===== src/rtl/seg_pkg.sv =====
// Shared constants for the display path (seg_scan and svn_seg) and the
// commit-time digit formatting used when a conversion lands in the bank.
package seg_pkg;

   localparam logic [3:0] SEG_BLANK  = 4'hF;
   localparam logic [3:0] SEG_ERR    = 4'hE;
   localparam int         SEG_NDIG   = 4;
   localparam int         SEG_MAXVAL = 9999;

   localparam int         SEG_BINW   = 14;
   localparam int         SEG_BCDW   = 4 * SEG_NDIG;
   localparam logic [3:0] SEG_NITER  = 4'd14;

   typedef enum logic [1:0] {
      B2B_IDLE,
      B2B_SHIFT,
      B2B_DONE
   } b2b_state_t;

   // Error code wins over blanking; otherwise leading zeros above digit 0 go blank.
   function automatic logic [SEG_BCDW-1:0] seg_commit_digits(
      input logic [SEG_BCDW-1:0] bcd,
      input logic                ovf,
      input logic                blank_lz
   );
      logic [SEG_BCDW-1:0] r_dig;
      logic                lead;
      r_dig = bcd;
      lead  = 1'b1;
      if (ovf) begin
         r_dig = {SEG_NDIG{SEG_ERR}};
      end else if (blank_lz) begin
         for (int i = SEG_NDIG - 1; i >= 1; i--) begin
            if (lead && (r_dig[i*4 +: 4] == 4'd0)) begin
               r_dig[i*4 +: 4] = SEG_BLANK;
            end else begin
               lead = 1'b0;
            end
         end
      end
      return r_dig;
   endfunction

endpackage


===== src/rtl/bin2bcd_seq.sv =====
// Sequential double-dabble converter: 14 shift iterations, one per clock.
// bcd/done are presented combinationally during the final iteration.
//
// state     | meaning
// ----------+--------------------------------------------------------------
// B2B_IDLE  | waiting for start
// B2B_SHIFT | one add-3/shift iteration per cycle, r_cnt counts 13 down to 0
// B2B_DONE  | one cycle after the last iteration; accepts start like IDLE
module bin2bcd_seq
   import seg_pkg::*;
(
   input  logic                CLK,
   input  logic                RST,
   input  logic                start,
   input  logic [SEG_BINW-1:0] bin,
   output logic                busy,
   output logic                done,
   output logic [SEG_BCDW-1:0] bcd,
   output logic                ovf
);

   localparam int WORK_W = SEG_BCDW + SEG_BINW;

   b2b_state_t        r_state;
   b2b_state_t        w_state_nxt;
   logic [WORK_W-1:0] r_work;
   logic [WORK_W-1:0] w_work_nxt;
   logic [WORK_W-1:0] w_work_adj;
   logic [WORK_W-1:0] w_work_step;
   logic [3:0]        r_cnt;
   logic [3:0]        w_cnt_nxt;
   logic              r_ovf;
   logic              w_ovf_nxt;

   always_comb begin
      w_work_adj = r_work;
      for (int i = 0; i < SEG_NDIG; i++) begin
         if (r_work[SEG_BINW + i*4 +: 4] >= 4'd5) begin
            w_work_adj[SEG_BINW + i*4 +: 4] = r_work[SEG_BINW + i*4 +: 4] + 4'd3;
         end
      end
      w_work_step = {w_work_adj[WORK_W-2:0], 1'b0};
   end

   always_comb begin
      w_state_nxt = r_state;
      w_work_nxt  = r_work;
      w_cnt_nxt   = r_cnt;
      w_ovf_nxt   = r_ovf;
      busy        = 1'b0;
      done        = 1'b0;
      case (r_state)
         B2B_IDLE, B2B_DONE: begin
            w_state_nxt = B2B_IDLE;
            if (start) begin
               w_state_nxt = B2B_SHIFT;
               w_work_nxt  = {{SEG_BCDW{1'b0}}, bin};
               w_cnt_nxt   = SEG_NITER - 4'd1;
               w_ovf_nxt   = (bin > SEG_BINW'(SEG_MAXVAL));
            end
         end
         B2B_SHIFT: begin
            busy       = 1'b1;
            w_work_nxt = w_work_step;
            if (r_cnt == 4'd0) begin
               done        = 1'b1;
               w_state_nxt = B2B_DONE;
            end else begin
               w_cnt_nxt = r_cnt - 4'd1;
            end
         end
         default: w_state_nxt = B2B_IDLE;
      endcase
   end

   always_ff @(posedge CLK) begin
      if (RST) begin
         r_state <= B2B_IDLE;
         r_work  <= '0;
         r_cnt   <= '0;
         r_ovf   <= 1'b0;
      end else begin
         r_state <= w_state_nxt;
         r_work  <= w_work_nxt;
         r_cnt   <= w_cnt_nxt;
         r_ovf   <= w_ovf_nxt;
      end
   end

   assign bcd = w_work_step[WORK_W-1:SEG_BINW];
   assign ovf = r_ovf;

endmodule


===== src/rtl/seg_scan.sv =====
// 4-digit multiplexed display front end: loads a binary value, converts it to
// BCD, commits it atomically to a digit bank, and scans the bank onto D/AN.
module seg_scan
   import seg_pkg::*;
#(
   parameter int CLK_DIV  = 50000,
   parameter bit BLANK_LZ = 1'b1
)
(
   input  logic                CLK,
   input  logic                RST,
   input  logic [SEG_BINW-1:0] VAL,
   input  logic                LOAD,
   output logic                BUSY,
   output logic [3:0]          D,
   output logic [3:0]          AN
);

   localparam int               PRE_W    = (CLK_DIV > 1) ? $clog2(CLK_DIV) : 1;
   localparam logic [PRE_W-1:0] PRE_LAST = PRE_W'(CLK_DIV - 1);

   logic [PRE_W-1:0]    r_pre;
   logic [1:0]          r_idx;
   logic [SEG_BCDW-1:0] r_bank;
   logic [3:0]          r_an1;

   logic                w_start;
   logic                w_busy;
   logic                w_done;
   logic                w_ovf;
   logic [SEG_BCDW-1:0] w_bcd;
   logic [3:0]          w_digit;

   assign w_start = LOAD & ~w_busy;

   bin2bcd_seq u_b2b (
      .CLK   (CLK),
      .RST   (RST),
      .start (w_start),
      .bin   (VAL),
      .busy  (w_busy),
      .done  (w_done),
      .bcd   (w_bcd),
      .ovf   (w_ovf)
   );

   assign BUSY    = w_busy;
   assign w_digit = r_bank[{r_idx, 2'b00} +: 4];

   // AN takes one extra stage so it switches with svn_seg's registered segments.
   always_ff @(posedge CLK) begin
      if (RST) begin
         r_pre  <= '0;
         r_idx  <= '0;
         r_bank <= {SEG_NDIG{SEG_BLANK}};
         D      <= SEG_BLANK;
         r_an1  <= 4'hF;
         AN     <= 4'hF;
      end else begin
         if (r_pre == PRE_LAST) begin
            r_pre <= '0;
            r_idx <= r_idx + 2'd1;
         end else begin
            r_pre <= r_pre + 1'b1;
         end
         if (w_done) begin
            r_bank <= seg_commit_digits(w_bcd, w_ovf, BLANK_LZ);
         end
         D     <= w_digit;
         r_an1 <= ~(4'b0001 << r_idx);
         AN    <= r_an1;
      end
   end

endmodule


===== config.mk =====
export PLATFORM = sky130hd
export DESIGN_NAME = seg_scan
export DESIGN_NICKNAME = d
export VERILOG_FILES = /design/src/rtl/seg_pkg.sv /design/src/rtl/bin2bcd_seq.sv /design/src/rtl/seg_scan.sv
export SDC_FILE = /design/constraint.sdc
export NUM_CORES = 1
export LEC_CHECK = 0
export CORE_MARGIN = 1
export CORE_UTILIZATION = 55
export CTS_BUF_LIST = sky130_fd_sc_hd__clkbuf_8
export DETAILED_ROUTE_END_ITERATION = 7
export PLACE_DENSITY = 0.75
export SYNTH_ARGS = -nofsm -noshare
export SYNTH_HDL_FRONTEND = slang
export SYNTH_SLANG_ARGS = --single-unit

===== constraint.sdc =====
create_clock -name CLK -period 2.2 [get_ports CLK]
set_input_delay 0.22 -clock CLK [delete_from_list [all_inputs] [get_ports CLK]]
set_output_delay 0.22 -clock CLK [all_outputs]
set_load 0.02 [all_outputs]

-- Word level (Yosys, flattened, before mapping)
Index checks and enable logic that the tools add are counted.
- output and inout port bits: 9
- bits in registers: 83
- bitwise logic cells: 3
- eq/ne operators: 6
- muxes and demuxes: 28
- shift-type cells: 2
- add/sub/neg operators: 7
- reductions and logical operators: 13
- magnitude comparators: 5
- operator list (kind ; number):
    $pmux 30 s2 ; 1
    $mux 4 ; 9
    $mux 30 ; 1
    $add 16x1->16 const B ; 1
    $eq 16x16->1 const B ; 1
    $ge 4x3->1 const B ; 4
    $logic_not 4->1 ; 4
    $shiftx 16x5->4 ; 1
    $gt 14x14->1 const B ; 1
    $add 4x2->4 const B ; 3
    $mux 1 ; 12
    $mux 12 ; 1
    $pmux 4 s2 ; 1
    $ne 2x1->1 const B ; 2
    $not 4->4 ; 1
    $pmux 2 s2 ; 1
    $reduce_and 2->1 ; 2
    $reduce_or 2->1 ; 2
    $shl 1x2->4 const A ; 1
    $sub 4x1->4 const B ; 1
    $add 3x2->3 const B ; 1
    $mux 3 ; 1
    $reduce_and 3->1 ; 1
    $add 2x1->2 const B ; 1
    other kinds (9) ; 10

-- Logic depth before layout (Yosys ltp)
- depth after elaboration: 15
- gate-level depth with buffers: 9

-- By module
Synthesis repeated with hierarchy kept, for this count alone.
- cell total of the unflattened synthesis: 408
- area, all modules: 3747.3 um^2
- by module, submodules not included (module ; times used ; sequential area each (um^2) ; cells each ; area each (um^2)):
    seg_scan ; 1 ; 920.9 ; 190 ; 1951.9
    bin2bcd_seq ; 1 ; 740.7 ; 218 ; 1795.5

-- Worst setup path before layout
OpenSTA, ideal clock, no wires.
- path type: flip-flop to flip-flop
- from: reg u_b2b.r_cnt[0]
- to: reg r_bank[6]
- required time: 2.053 ns
- path buffers: 2
- path slack: 0.098 ns
- data arrival time: 1.955 ns
- cell stages (with the launch flop): 10
- clock period less this slack: 2.102 ns
- path through: dfxtp_1 inv_1 ha_1 or3b_1 or3_1 buf_6 or2_0 clkbuf_2 a211oi_2 a211oi_1
- word-level cells in the longest chain between the ends: 3
- ends and longest elaborated chain (what ; RTL line ; text):
    start: declaration ; bin2bcd_seq.sv:30 ; logic [3:0] r_cnt;
    start signal: assignment ; bin2bcd_seq.sv:85 ; r_cnt <= w_cnt_nxt;
    $logic_not 4->1 ; bin2bcd_seq.sv:65 ; if (r_cnt == 4'd0) begin
    $mux 1 ; bin2bcd_seq.sv:65 ;
    $mux 1 ; bin2bcd_seq.sv:52 ; case (r_state)
    end signal: assignment ; seg_scan.sv:55 ; r_bank <= {SEG_NDIG{SEG_BLANK}};
    end signal: assignment ; seg_scan.sv:67 ; r_bank <= seg_commit_digits(w_bcd, w_ovf, BLANK_LZ);
    end: declaration ; seg_scan.sv:24 ; logic [SEG_BCDW-1:0] r_bank;
Every way passes these cells.
A chain may end at the register's enable or synchronous reset.

-- Final worst setup path
- from: reg u_b2b.r_cnt[0]
- to: reg r_bank[7]
The elaborated chain is that of the path after synthesis.

==> implementation parameters <==
Parameter                              Value

Detailed routing
  Antenna-violating nets left ... 0
  Detail-routed via count per cell ... 5.560
  DRC violation total after the first TritonRoute iteration ... 136
  Total wire length ... 7287 um
  DRC Markers ... 0
  Initial DRT Pass Iterations ... 6
  Per-cell routed wire length ... 13.37 um
  Via count ... 3030

Synth
  Combinational family with the most area after synthesis ... simple AND/OR/NAND/NOR gates
  Portion of netlist area occupied by mux cells ... 0.04297
  Simple-gate share of the synthesized area ... 0.2199
  Syn Nets ... 463
  Mapped Area ... 3756 um2
  Top flip-flop cell by instance count after synthesis ... sky130_fd_sc_hd__dfxtp_1
  Synth Warn # ... 0
  Fraction of registers with async set or reset after synthesis ... 0
  Number of enable-type register cells in the synthesized netlist ... 0
  Compound-gate portion of the synthesized area ... 0.1592
  Cell count after synthesis ... 432
  Adder-cell share of the synthesized area ... 0.04664
  Count of distinct cell types in the synthesized netlist ... 43
  Portion of the post-synthesis area used by sequential elements ... 0.4424
  Share of the synthesized netlist area taken by xor and xnor gates ... 0.04664
  Register bit count reported by yosys ... 83
  Post-synthesis average cell area ... 8.695 um2

Power and ir drop
  Combinational cell fraction of total power ... 0.111
  Switching portion of total power ... 0.2488
  Relative contribution of sequential cells to total power ... 0.556
  Clock share of power ... 0.333
  Cell area power density ... 663.9 nW/um2
  Max rail drop VDD ... 0.0005432 V
  Power consumption ... 2.876 mW
  Leakage ... 1.661 nW
  Design internal power ... 2.160 mW
  NetSw ... 0.7156 mW

Placement
  Detailed Place HPWL ... 5095 um
  Weighted congestion reported at the end of routability-driven placement ... 0.8510
  Number of port buffers ... 25

CTS
  Cell at the root of the clock tree ... sky130_fd_sc_hd__clkbuf_8
  Clk sinks ... 83
  Clock-pin slew reported for the worst setup and hold paths after clock tree synthesis ... 0.08 ns
  Depth of the CTS H-tree ... 3
  Worst-case clock buffer depth ... 2
  Hold-fix buffer count after cts ... 0
  Number of buffers added by the clock tree synthesis step ... 9
  Gates resized, CTS repair ... 0
  CTS tree ... built
  Post-CTS Setup Bufs ... 0
  Worst-Skew Late Latency ... 0.34 ns

Setup path
  Peak fanout along the critical path ... 5
  Worst path required time ... 2.41 ns
  Type of the worst setup path ... flop to flop
  CP Data Arrival Time ... 2.30 ns
  Startpoint class of the critical path ... flop
  Endpoint kind of the worst setup timing path ... flop
  Setup slack of the worst register-to-register path ... 0.11 ns
  Worst reg2reg path startpoint ... u_b2b.r_cnt[0]
  Reg-to-reg critical path endpoint ... r_bank[7]
  FF-to-FF path depth ... 7

GRT
  Vias in the first global route ... 2858
  GRT Util Overall ... 0.2207
  Overflow after GRT ... 0
  Maximum number of pins on one net before global-route repair ... 33
  Wire length of the first global-routing pass ... 12650 um
  Initial antenna violation count ... 0

Finish
  Share of final-layout standard cells stronger than drive strength 1 ... 0.1154
  Layout overhead on the synthesized area ... 15.32%
  Most common cell after layout, fill and taps aside ... sky130_fd_sc_hd__dfxtp_1
  ANT cells ... 0
  Final Util ... 0.6707
  Leading cell types in the layout, fill and taps excluded ... 83 x sky130_fd_sc_hd__dfxtp_1, 73 x sky130_fd_sc_hd__nor2_1, 39 x sky130_fd_sc_hd__nand2_1
  Total Nets Final ... 494

Timing
  Actual transition at the worst max-transition pin ... 0.4626 ns
  Total setup violations reported at the end of the flow ... 0
  Slew Viols, Final ... 0
  Worst slew margin ... 0.6916
  Final TNS setup ... 0 ns
  Final-report hold violation count ... 0
  Post-Route Skew ... 0.006746 ns
  Top achievable clock speed ... 479.4 MHz
  Final period demand of the worst path ... 2.086 ns
  Setup repair after global routing missed its margin ... false
  Final cycle utilization of the critical path ... 0.9482

Floorplanning
  Die Height ... 84.64 um
  Die area ... 7164 um2
  Standard-cell row count ... 29
  Standard cell core area ... 6459 um2
  Effective utilization at floorplan ... 0.5816
  Horizontal extent of the die ... 84.64 um
  Number of ports placed on the die boundary ... 26

Run status
  Run status ... finished clean

Min path
  Hold-critical path endpoint ... u_b2b.r_work[29]
  HP Class ... input port to flop
  Worst hold stages ... 2
  Launch point of the worst hold path ... RST

Flow run
  Max-cap violations ... 0
==> synth_stat cells (all sizes together), types with 2 or more instances <==
| cell type | count | area share |
|---|---|---|
| dfxtp | 83 | 0.44 |
| nor2 | 73 | 0.073 |
| nand2 | 39 | 0.039 |
| clkbuf | 22 | 0.022 |
| a21oi | 18 | 0.024 |
| nand2b | 17 | 0.028 |
| a22oi | 16 | 0.032 |
| inv | 15 | 0.015 |
| ha | 14 | 0.047 |
| a311oi | 13 | 0.030 |
| nor3 | 13 | 0.017 |
| xnor2 | 13 | 0.030 |
| a211oi | 11 | 0.025 |
| or2 | 10 | 0.017 |
| o21ai | 9 | 0.012 |
| nand3 | 8 | 0.011 |
| xor2 | 7 | 0.016 |
| mux2i | 6 | 0.016 |
| nor3b | 5 | 0.010 |
| mux4 | 4 | 0.024 |
| nand4 | 4 | 0.0067 |
| a21o | 3 | 0.0060 |
| a31oi | 3 | 0.0050 |
| and3 | 3 | 0.0050 |
| buf | 3 | 0.0050 |
| o21bai | 3 | 0.0060 |
| o22ai | 3 | 0.0050 |
| a221oi | 2 | 0.0047 |
| or3 | 2 | 0.0033 |
==> per-stage QoR <==
stage	worst slack (ns)	instances	area, um2	hold WS, ns
after CTS	0.03992	545	4318	0.2894
after detailed placement	0.04931	529	4145	0.3953
after global placement	0.1175	529	4145	0.3904
final	0.1139	545	4332	0.3023
after floorplan	0.09841	432	3756	0.3790
after global routing	0.02239	545	4332	0.3231
==> sequential cells by signal, summed over array words and instances (netlist names) <==
| signal | cells |
|---|---|
| D | 4 |
| r_an1 | 4 |
| AN | 4 |
| r_idx | 2 |
| r_bank | 16 |
| r_pre | 16 |
| u_b2b.r_state | 2 |
| u_b2b.r_work | 30 |
| u_b2b.ovf | 1 |
| u_b2b.r_cnt | 4 |
==> layout make-up <==
type                            instances  area (um2)
Multi-Input combinational cell        309        1949
Timing Repair Buffer                   45       395.4
Clock inverter                          5       21.27
Sequential cell                        83        1662
Inverter                               15       56.30
Fill cell                             530        2127
Tap cell                               77       96.34
Clock buffer                           11       151.4
==> worst max-delay path by stage <==
stage	startpoint	endpoint	slack (ns)	depth (start not counted)
floorplan	u_b2b.r_cnt[0]	r_bank[6]	0.1	9
global placement	u_b2b.r_cnt[0]	r_bank[6]	0.12	7
detailed placement	u_b2b.r_cnt[0]	r_bank[5]	0.05	7
CTS	u_b2b.r_cnt[0]	r_bank[5]	0.04	7
global route	u_b2b.r_work[23]	r_bank[5]	0.02	7
finish	u_b2b.r_cnt[0]	r_bank[7]	0.11	7
==> power by group through the flow <==
stage | registers, mW | logic (mW) | clock network [mW]
global placement | 1.63 | 0.309 | 0
floorplan | 1.63 | 0.206 | 0
detailed placement | 1.63 | 0.313 | 0
CTS | 1.60 | 0.316 | 0.980
finish | 1.60 | 0.318 | 0.958
global route | 1.61 | 0.356 | 1.05
==> worst max-delay path, stage by stage, from the launching register on <==
cell and delay [ns]:
sky130_fd_sc_hd__dfxtp_1 0.33, sky130_fd_sc_hd__inv_1 0.06, sky130_fd_sc_hd__ha_1 0.19, sky130_fd_sc_hd__or3b_1 0.37, sky130_fd_sc_hd__or3_1 0.41, sky130_fd_sc_hd__or3_1 0.38, sky130_fd_sc_hd__a31oi_1 0.15, sky130_fd_sc_hd__a211oi_1 0.07
==> cells by family after synthesis <==
family                     after synthesis
AOI/OAI and AO/OA                       85
xor gates and xnor gates                20
adders and majority gates               14
buffers and inverters                   40
DFF                                     83
muxes                                   11
and+or+nand+nor                        179
==> metal layers <==
layer | vias to the layer above | global-route usage | part of all wire
li1 | 1570 | - | -
met1 | 1392 | 0.2855 | 0.48
met2 | 57 | 0.3614 | 0.48
met3 | 11 | 0.03638 | 0.026
met4 | 0 | 0.1032 | 0.017
met5 | - | 0 | 0
No activity file was read; power rests on OpenSTA's default activity.
